File: src/rtl/adc_uart_streamer_if.sv
// Sample-strobe and serial-status bundle of the ADC-to-UART streamer.
// The master drives ADC samples and strobes; the slave is the streamer.
interface adc_uart_streamer_if;
   logic [11:0] ldata;
   logic        lstrb;
   logic [11:0] rdata;
   logic        rstrb;
   logic        uart_tx;
   logic        overflow;
   logic        busy;

   modport master (output ldata, lstrb, rdata, rstrb, input uart_tx, overflow, busy);
   modport slave  (input ldata, lstrb, rdata, rstrb, output uart_tx, overflow, busy);
endinterface

File: src/rtl/adc_uart_streamer.sv
// Pairs left/right 12-bit ADC samples, queues them in a FWFT FIFO and sends each
// pair as a 4-byte 8N1 frame (A5, L[11:4], {L[3:0],R[11:8]}, R[7:0]).
module adc_uart_streamer #(
   parameter int CLOCK_FREQ = 50000000,
   parameter int BAUD_RATE  = 3125000,
   parameter int FIFO_DEPTH = 16
) (
   input  logic               clock,
   input  logic               reset,
   adc_uart_streamer_if.slave bus
);
   localparam int DIV   = CLOCK_FREQ / BAUD_RATE;
   localparam int DIV_W = $clog2(DIV);
   localparam int AW    = $clog2(FIFO_DEPTH);

   typedef enum logic [1:0] {IDLE, START, DATA, STOP} state_t;

   logic             lvalid_q, rvalid_q;
   logic [11:0]      lsamp_q, rsamp_q;
   logic [AW:0]      wptr_q, rptr_q;
   logic [23:0]      mem [FIFO_DEPTH];
   logic             overflow_q;

   state_t           state_q, state_d;
   logic [DIV_W-1:0] div_q, div_d;
   logic [2:0]       bit_q, bit_d;
   logic [1:0]       byte_q, byte_d;
   logic [23:0]      word_q, word_d;
   logic             tx_q, tx_d;

   logic             push_req, push, pop, fifo_empty, fifo_full, div_last;
   logic [7:0]       cur_byte;

   assign push_req   = lvalid_q & rvalid_q;
   assign fifo_empty = (wptr_q == rptr_q);
   assign fifo_full  = (wptr_q[AW] != rptr_q[AW]) && (wptr_q[AW-1:0] == rptr_q[AW-1:0]);
   // A pop in the same cycle frees the slot, so a full FIFO still accepts the pair.
   assign push       = push_req & (~fifo_full | pop);
   assign div_last   = (div_q == DIV_W'(DIV - 1));

   always_ff @(posedge clock or posedge reset) begin
      if (reset) begin
         lvalid_q   <= 1'b0;
         rvalid_q   <= 1'b0;
         lsamp_q    <= '0;
         rsamp_q    <= '0;
         wptr_q     <= '0;
         rptr_q     <= '0;
         overflow_q <= 1'b0;
      end else begin
         if (bus.lstrb) begin
            lvalid_q <= 1'b1;
            lsamp_q  <= bus.ldata;
         end else if (push_req) begin
            lvalid_q <= 1'b0;
         end
         if (bus.rstrb) begin
            rvalid_q <= 1'b1;
            rsamp_q  <= bus.rdata;
         end else if (push_req) begin
            rvalid_q <= 1'b0;
         end
         if (push)
            wptr_q <= wptr_q + (AW+1)'(1);
         if (pop)
            rptr_q <= rptr_q + (AW+1)'(1);
         if (push_req && !push)
            overflow_q <= 1'b1;
      end
   end

   always_ff @(posedge clock) begin
      if (push)
         mem[wptr_q[AW-1:0]] <= {lsamp_q, rsamp_q};
   end

   always_ff @(posedge clock or posedge reset) begin
      if (reset) begin
         state_q <= IDLE;
         div_q   <= '0;
         bit_q   <= '0;
         byte_q  <= '0;
         word_q  <= '0;
         tx_q    <= 1'b1;
      end else begin
         state_q <= state_d;
         div_q   <= div_d;
         bit_q   <= bit_d;
         byte_q  <= byte_d;
         word_q  <= word_d;
         tx_q    <= tx_d;
      end
   end

   always_comb begin
      state_d = state_q;
      div_d   = div_q;
      bit_d   = bit_q;
      byte_d  = byte_q;
      word_d  = word_q;
      pop     = 1'b0;
      case (state_q)
         IDLE: begin
            if (!fifo_empty) begin
               pop     = 1'b1;
               word_d  = mem[rptr_q[AW-1:0]];
               byte_d  = '0;
               bit_d   = '0;
               div_d   = '0;
               state_d = START;
            end
         end
         START: begin
            if (div_last) begin
               div_d   = '0;
               bit_d   = '0;
               state_d = DATA;
            end else begin
               div_d = div_q + DIV_W'(1);
            end
         end
         DATA: begin
            if (div_last) begin
               div_d = '0;
               if (bit_q == 3'd7)
                  state_d = STOP;
               else
                  bit_d = bit_q + 3'd1;
            end else begin
               div_d = div_q + DIV_W'(1);
            end
         end
         default: begin
            if (div_last) begin
               div_d = '0;
               if (byte_q != 2'd3) begin
                  byte_d  = byte_q + 2'd1;
                  state_d = START;
               end else begin
                  state_d = IDLE;
               end
            end else begin
               div_d = div_q + DIV_W'(1);
            end
         end
      endcase
   end

   // Line level is computed from the next state so uart_tx leaves a flop aligned with it.
   always_comb begin
      case (byte_d)
         2'd0:    cur_byte = 8'hA5;
         2'd1:    cur_byte = word_d[23:16];
         2'd2:    cur_byte = word_d[15:8];
         default: cur_byte = word_d[7:0];
      endcase
      case (state_d)
         START:   tx_d = 1'b0;
         DATA:    tx_d = cur_byte[bit_d];
         default: tx_d = 1'b1;
      endcase
   end

   assign bus.uart_tx  = tx_q;
   assign bus.overflow = overflow_q;
   assign bus.busy     = lvalid_q | rvalid_q | ~fifo_empty | (state_q != IDLE);
endmodule

File: src/flat_wrapper.sv
// flat-port wrapper written by rule: the top's interface ports become plain ports
module adc_uart_streamer_flat 
#(
   parameter int CLOCK_FREQ = 50000000,
   parameter int BAUD_RATE  = 3125000,
   parameter int FIFO_DEPTH = 16
)
  (clock, reset, bus_ldata, bus_lstrb, bus_rdata, bus_rstrb, bus_uart_tx, bus_overflow, bus_busy);
  adc_uart_streamer_if bus_i ();
  input  logic clock;
  input  logic reset;
  input wire logic [$bits(bus_i.ldata)-1:0] bus_ldata;
  input wire logic [$bits(bus_i.lstrb)-1:0] bus_lstrb;
  input wire logic [$bits(bus_i.rdata)-1:0] bus_rdata;
  input wire logic [$bits(bus_i.rstrb)-1:0] bus_rstrb;
  output wire logic [$bits(bus_i.uart_tx)-1:0] bus_uart_tx;
  output wire logic [$bits(bus_i.overflow)-1:0] bus_overflow;
  output wire logic [$bits(bus_i.busy)-1:0] bus_busy;
  assign bus_i.ldata = bus_ldata;
  assign bus_i.lstrb = bus_lstrb;
  assign bus_i.rdata = bus_rdata;
  assign bus_i.rstrb = bus_rstrb;
  assign bus_uart_tx = bus_i.uart_tx;
  assign bus_overflow = bus_i.overflow;
  assign bus_busy = bus_i.busy;
  adc_uart_streamer #(.CLOCK_FREQ(CLOCK_FREQ), .BAUD_RATE(BAUD_RATE), .FIFO_DEPTH(FIFO_DEPTH)) u_core (.clock(clock), .reset(reset), .bus(bus_i));
endmodule
File: config.mk
export PLATFORM = sky130hd
export DESIGN_NAME = adc_uart_streamer_flat
export DESIGN_NICKNAME = d
export VERILOG_FILES = /design/src/rtl/adc_uart_streamer_if.sv /design/src/rtl/adc_uart_streamer.sv /design/src/flat_wrapper.sv
export SDC_FILE = /design/constraint.sdc
export NUM_CORES = 1
export LEC_CHECK = 0
export CORE_MARGIN = 1
export CORE_UTILIZATION = 60
export DETAILED_ROUTE_END_ITERATION = 6
export HOLD_SLACK_MARGIN = 0.02
export PLACE_DENSITY = 0.78
export SKIP_LAST_GASP = 1
export SLEW_MARGIN = 15
export SYNTH_ARGS = -nofsm -noshare
export SYNTH_HDL_FRONTEND = slang
export SYNTH_SLANG_ARGS = --single-unit
File: constraint.sdc
create_clock -name clock -period 4.7 [get_ports clock]
set_input_delay 0.705 -clock clock [delete_from_list [all_inputs] [get_ports clock]]
set_output_delay 0.705 -clock clock [all_outputs]
set_load 0.03 [all_outputs]
==> reports/metrics.cfg, run 1 <==
[status]
outcome=finished, violations left
violations=design-rule violations

[worst_setup_path]
reg2reg_depth=9
setup.worst_path.end=bus_busy
arrival_ns=2.86
path_class=register to output pin
r2r-start=u_core.rptr_q[1]$_DFFE_PP0P_
reg2reg_slack_ns=1.17
setup.worst_path.end_class=output pin
start_kind=register
startpoint=u_core.rptr_q[1]$_DFFE_PP0P_
worst-path-max-fanout=40
r2r-end=u_core.bus.uart_tx$_DFF_PP1_
required_ns=3.99

[finish]
final_cell_area_mm2=0.0204
final_nets=1032
mostFrequentLayoutCells=384 x edfxtp_1, 96 x mux4_2, 70 x dfrtp_1
layout.cells.most_common=edfxtp_1
fin_cells=1419
nFillCells=1805
synthToLayoutAreaGrowth_pct=13.4
antennaDiodeCount=0
drive_gt1_share_pct=24.7

[die]
pin_count=31
core_mm2=0.0296
initial_core_util_pct=60.9
rows=63
die_height_um=175
dieWidth_um=175
dieArea_mm2=0.0307

[power_and_ir_drop]
p_leak_uw=0.00683
vdd_ir_drop_max_uv=380
power_density_mw_per_mm2=595

[synthesis]
synth_ff_type=edfxtp_1
ys_types=62
synth_largest_area_cell=edfxtp_1
ys_top_cells_by_area=edfxtp_1 64%, mux4_2 12%, dfrtp_1 10%
synth_edf_count=384
avgSynthCellArea_um2=19.3
synthesis.instances=934
synth_area_mm2=0.0180
ys_warn_count=0
seq_area_frac_synth_pct=74.2
synthArstFlopShare_pct=16.0
syn_nets=973
synth_top_area_share_pct=64.1
synth-seq-cells=457

[clock_tree]
cts_buffer_depth=3
cts_sinks=457
htree_levels=2
root_buffer=clkbuf_16
tritoncts=done
postCtsHoldBufs=0
numCtsBuffers=44
post_cts_resized=0
clk_pin_slew_worst_paths_ns=0.06
post-cts-setup-buffer-count=0
insertion_delay_ns=0.55

[sta]
setup_viol=0
rsz0062_at_grt=false
period_share_pct=75.8
hold_viol_final=0
fin_worst_skew_ns=0.0172
max_freq_mhz=281
tightest_slew_ns=1.02
fin_crit_ns=3.56
setup_tns_ns=0
max_slew_margin_pct=32.1
maxSlewViolCount=0
hold_ws_ns=0.485

[placement]
gp_congestion=0.895
io_buffers=30
dpl_cell_area_mm2=0.0190
dpl.cell_count=1337
place_hpwl_um=22600

[flow_run]
drv_cap=0

[grt]
grt-ovfl-total=0
grt_use_total_pct=27.2
grt_start_max_net_pins=61
grt_pass1_wl_um=59900
first_global_vias=9270
antenna_found_initial=0

[detailed_routing]
first_iter_violations=1108
wirelength_um=40000
drt-pass1-iter-count=7
drc=1
num_vias=9351
avgRoutedWirePerCell_um=28.2
ant_nets=0
viasPerCell=6.59

[worst_hold_path]
min_path_type=register to register

[cell families after synthesis]
| group | after synthesis | share of synthesized area (%) |
|---|---|---|
| fa+ha+maj | 11 | 0.765 |
| buf+inv | 71 | 2.00 |
| xor+xnor | 16 | 0.779 |
| compound gates | 116 | 4.72 |
| mux | 131 | 14.2 |
| flops | 457 | 74.2 |
| simple gates | 132 | 3.30 |
[power breakdown]
group | internal, µW | switching, µW
registers | 4940 | 408
logic | 1430 | 1850
clock network | 2040 | 1460
total | 8420 | 3720
[sequential cells by signal (all words and copies together) (netlist names)]
signal	flops
u_core.bit_q	3
u_core.rvalid_q	1
u_core.word_q	24
u_core.rsamp_q	12
u_core.state_q	2
u_core.rptr_q	5
u_core.bus.overflow	1
u_core.lsamp_q	12
u_core.div_q	4
u_core.byte_q	2
u_core.lvalid_q	1
u_core.bus.uart_tx	1
u_core.mem	384
u_core.wptr_q	5
[how the worst min path moves through the flow]
stage	from	cells after the start	to	slack (ns)
3_3_place_gp	u_core.word_q[0]$_DFF_PP0_	2	u_core.word_q[0]$_DFF_PP0_	0.46
6_report	u_core.lvalid_q$_DFFE_PP0P_	1	u_core.rvalid_q$_DFFE_PP0P_	0.49
4_1_cts	u_core.word_q[18]$_DFF_PP0_	2	u_core.word_q[18]$_DFF_PP0_	0.48
2_1_floorplan	u_core.word_q[0]$_DFF_PP0_	2	u_core.word_q[0]$_DFF_PP0_	0.44
5_1_grt	u_core.word_q[18]$_DFF_PP0_	2	u_core.word_q[18]$_DFF_PP0_	0.52
3_5_place_dp	u_core.word_q[0]$_DFF_PP0_	2	u_core.word_q[0]$_DFF_PP0_	0.46
[worst max-delay path: stages (launching register included)]
cell and delay [ns]:
dfrtp_4 0.86, xnor2_1 0.21, nand4_2 0.24, nor2_1 0.32
nand2_1 0.08, clkdlybuf4s50_1 0.60
[through the flow]
step	utilization, %	setup slack [ns]	power (µW)
floorplan	-	1.03	7610
global placement	64.1	1.29	8560
detailed placement	64.1	1.26	8650
CTS	69.0	1.11	12200
global route	69.0	0.889	12600
finish	69.0	1.14	12100
[final cells by class]
cell class              instances  area (µm²)  share of cell area, %
repair buffers                 62         653                   3.20
flip-flops and latches        457       13400                   65.5
well taps                     390         488                   2.39
inverters                      22        83.8                  0.411
clock inverters                19         183                  0.895
multi-input cells             406        4370                   21.4
clock buffers                  63        1260                   6.19
[synthesized netlist by cell type (5+ instances only)]
cell and instances:
a22oi_1 18, a22o_1 8, mux2_2 26, o21ai_0 17
edfxtp_1 384, mux4_2 96, o211ai_1 6, ha_1 11
o221ai_1 8, dfrtp_1 72, buf_6 6, o22ai_1 6
buf_2 16, a21oi_1 10, a221oi_1 7, buf_1 5
xnor2_1 15, nor3_1 12, nand3_1 6, clkbuf_1 18
nor2b_1 5, nor2_1 28, mux2i_1 6, inv_1 22
nand2_1 62
[routing by layer]
metal / global-route usage [%] / share of wire (%) / vias up
li1: - / - / 3890
met1: 39.5 / 40 / 4860
met2: 42.7 / 48 / 498
met3: 4.46 / 8.2 / 103
met4: 9.24 / 3.1 / 0
met5: 0 / 0 / -
Note: power is estimated with default switching activity, not from simulation.
==> inputs of run 2 (changes only) <==
--- a/config.mk
+++ b/config.mk
@@ -6,10 +6,10 @@
 export NUM_CORES = 1
 export LEC_CHECK = 0
 export CORE_MARGIN = 1
-export CORE_UTILIZATION = 60
+export CORE_UTILIZATION = 56
 export DETAILED_ROUTE_END_ITERATION = 6
 export HOLD_SLACK_MARGIN = 0.02
-export PLACE_DENSITY = 0.78
+export PLACE_DENSITY = 0.77
 export SKIP_LAST_GASP = 1
 export SLEW_MARGIN = 15
 export SYNTH_ARGS = -nofsm -noshare
==> constraint.sdc (replaced) <==
create_clock -name clock -period 2.95 [get_ports clock]
set_input_delay 0.4425 -clock clock [delete_from_list [all_inputs] [get_ports clock]]
set_output_delay 0.4425 -clock clock [all_outputs]
set_load 0.03 [all_outputs]
==> run 2 against run 1 <==
The run now ends clean; sequential power up 56%; hold slack got worse by 0.20 ns; cell area up 5.1%; routed wire length up 7.8%; combinational power is 90% higher; critical endpoint is now u_core.bus.uart_tx$_DFF_PP1_; global-route usage is essentially flat; clock-buffer cell count fell by 6; highest routed layer unchanged; critical path depth up 5; cell count grew 6.1%; via count increased by 3.9%.
==> reports/metrics.cfg, run 2 (same netlist as run 1, synthesis figures left out) <==
[finish]
antennaDiodeCount=0  ; unchanged
nFillCells=1941  ; +7.5%
synthToLayoutAreaGrowth_pct=19.2
multiInputGateArea_mm2=0.00442  ; +1.1%
drive_gt1_share_pct=30.2  ; +5.5 points
final_nets=1105  ; +7.1%
final_util_pct=67.9  ; -1.1 points
final_cell_area_mm2=0.0214  ; +5.1%
mostFrequentLayoutCells=384 x edfxtp_1, 96 x mux4_2, 70 x dfrtp_1
register_area_mm2=0.0134  ; unchanged
largest_reg_flops=384  ; unchanged
layout.cells.most_common=edfxtp_1

[grt]
grt_start_max_net_pins=64  ; +4.9%
grt_pass1_wl_um=64000  ; +6.8%
antenna_found_initial=0  ; unchanged
grt_use_total_pct=27.2  ; about the same
first_global_vias=10068  ; +8.6%
grt-ovfl-total=0  ; unchanged

[clock_tree]
root_buffer=clkbuf_16
clk_pin_slew_worst_paths_ns=0.06  ; about the same
insertion_delay_ns=0.56  ; about the same
tritoncts=done
cts_buffer_depth=3  ; unchanged
htree_levels=2  ; unchanged
cts_sinks=457  ; unchanged
numCtsBuffers=45  ; +2.3%

[worst_setup_path]
required_ns=3.43  ; -0.56 ns
setup.worst_path.end_class=register
worst-path-max-fanout=8  ; -80%
arrival_ns=3.38  ; +0.52 ns
start_kind=register
r2r-start=u_core.rptr_q[0]$_DFFE_PP0P_
path_class=register to register
reg2reg_depth=10  ; +1
startpoint=u_core.rptr_q[0]$_DFFE_PP0P_

[sta]
hold_viol_final=0  ; unchanged
tightest_slew_ns=0.721  ; -0.297 ns
max_freq_mhz=345
fin_worst_skew_ns=0.0181  ; +0.000947 ns
rsz0062_at_grt=true
max_slew_margin_pct=51.9  ; +20 points
period_share_pct=98.2
hold_ws_ns=0.288  ; -0.198 ns
fin_crit_ns=2.90
maxSlewViolCount=0  ; unchanged
setup_viol=0  ; unchanged

[power_and_ir_drop]
vdd_ir_drop_max_uv=569  ; +50%
p_leak_uw=0.00733  ; +7.4%
power_density_mw_per_mm2=962  ; +62%

[placement]
gp_congestion=0.883  ; -1.4%
io_buffers=30  ; unchanged
place_hpwl_um=25900  ; +15%
dpl_cell_area_mm2=0.0198  ; +4.5%

[detailed_routing]
num_vias=9719  ; +3.9%
drc=0  ; -1
wirelength_um=43200  ; +7.8%
ant_nets=0  ; unchanged
first_iter_violations=1061  ; -4.2%
viasPerCell=6.46  ; -2.0%
drt-pass1-iter-count=5  ; -2
avgRoutedWirePerCell_um=28.7  ; +1.6%

[status]
outcome=finished, final reports clean

[die]
dieArea_mm2=0.0328  ; +7.1%
initial_core_util_pct=57.0  ; -3.8 points
pin_count=31  ; unchanged
rows=65  ; +3.2%
die_height_um=181  ; +3.5%
core_mm2=0.0316  ; +6.8%
dieWidth_um=181  ; +3.5%

[flow_run]
drv_cap=0  ; unchanged

[worst_hold_path]
min_path_type=input pin to async pin

run 2: cell count changes in the layout (fill, tap and decap cells not counted), moves of 2 or more:
cell       delta
buf_12       +25
nor3_4        +4
nor2_4        +2
bufinv_16     +5
clkinv_2      +2
clkbuf_1      -2
clkbuf_8      -4
nor3_2        -4
buf_4        +46
run 2: per-stage QoR:
step                      setup TNS [ns]  total power, µW  setup WS (ns)  std cells
after detailed placement         -0.0271            14500        -0.0271       1414
after global placement                 0            14400         0.0115       1414
final                                  0            20600         0.0521       1505
after CTS                              0            20600        0.00537       1501
after global routing             -0.0474            21400        -0.0474       1505
after floorplan                   -11.94            12100        -0.0973        934
run 2: cell type report:
type                       count  area share, %
sequential                   457           62.3
multi-input combinational    406           20.6
clock buffer                  57           5.60
inverter                      22          0.391
tap                          402           2.35
clock inverter                27           1.67
timing repair buffer         134           7.06
run 2: worst max-delay path: stages, from the launching register on:
cell	delay [ns]
dfrtp_4	0.55
buf_12	0.17
buf_4	0.17
mux4_2	0.50
nand2_1	0.08
nand2_1	0.06
a21oi_1	0.20
o21ai_0	0.22
a2111oi_1	0.46
a311oi_1	0.12
a311o_1	0.29
run 2: layer usage:
metal	vias to the layer above	global-route usage (%)	wire (µm)
li1	4023	-	-
met1	4981	37.4	16700
met2	588	43.3	20900
met3	127	5.00	3810
met4	0	11.7	1820
met5	-	0	0
run 2: final timing paths:
check / slack (ns) / end
max: 0.05 / u_core.bus.uart_tx$_DFF_PP1_
min reg2reg: 0.49 / u_core.word_q[18]$_DFF_PP0_
max reg2reg: 0.05 / u_core.bus.uart_tx$_DFF_PP1_
min in group clock: 0.49 / u_core.lsamp_q[0]$_DFFE_PP0P_
min: 0.29 / u_core.wptr_q[4]$_DFFE_PP0P_
max in group asynchronous: 2.01 / u_core.lsamp_q[7]$_DFFE_PP0P_
run 2: timing repair:
item	4_1_cts	5_1_grt
gates resized for setup	1	4
setup endpoints to repair	2	2
hold buffers	0	0
setup buffers	3	4
gates cloned	0	0
run 2: where the power goes:
group / total (µW) / switching (µW) / internal (µW)
Combinational: 6230 / 3320 / 2920
Clock: 6020 / 2410 / 3610
Sequential: 8360 / 494 / 7870
==> inputs of run 3 (changes only) <==
--- a/config.mk
+++ b/config.mk
@@ -8,7 +8,7 @@
 export CORE_MARGIN = 1
 export CORE_UTILIZATION = 56
 export DETAILED_ROUTE_END_ITERATION = 6
-export HOLD_SLACK_MARGIN = 0.02
+export HOLD_SLACK_MARGIN = 0.15
 export PLACE_DENSITY = 0.77
 export SKIP_LAST_GASP = 1
 export SLEW_MARGIN = 15
==> results of run 3 <==
Same layout as run 2: the final DEF is identical, and so are final timing and power.
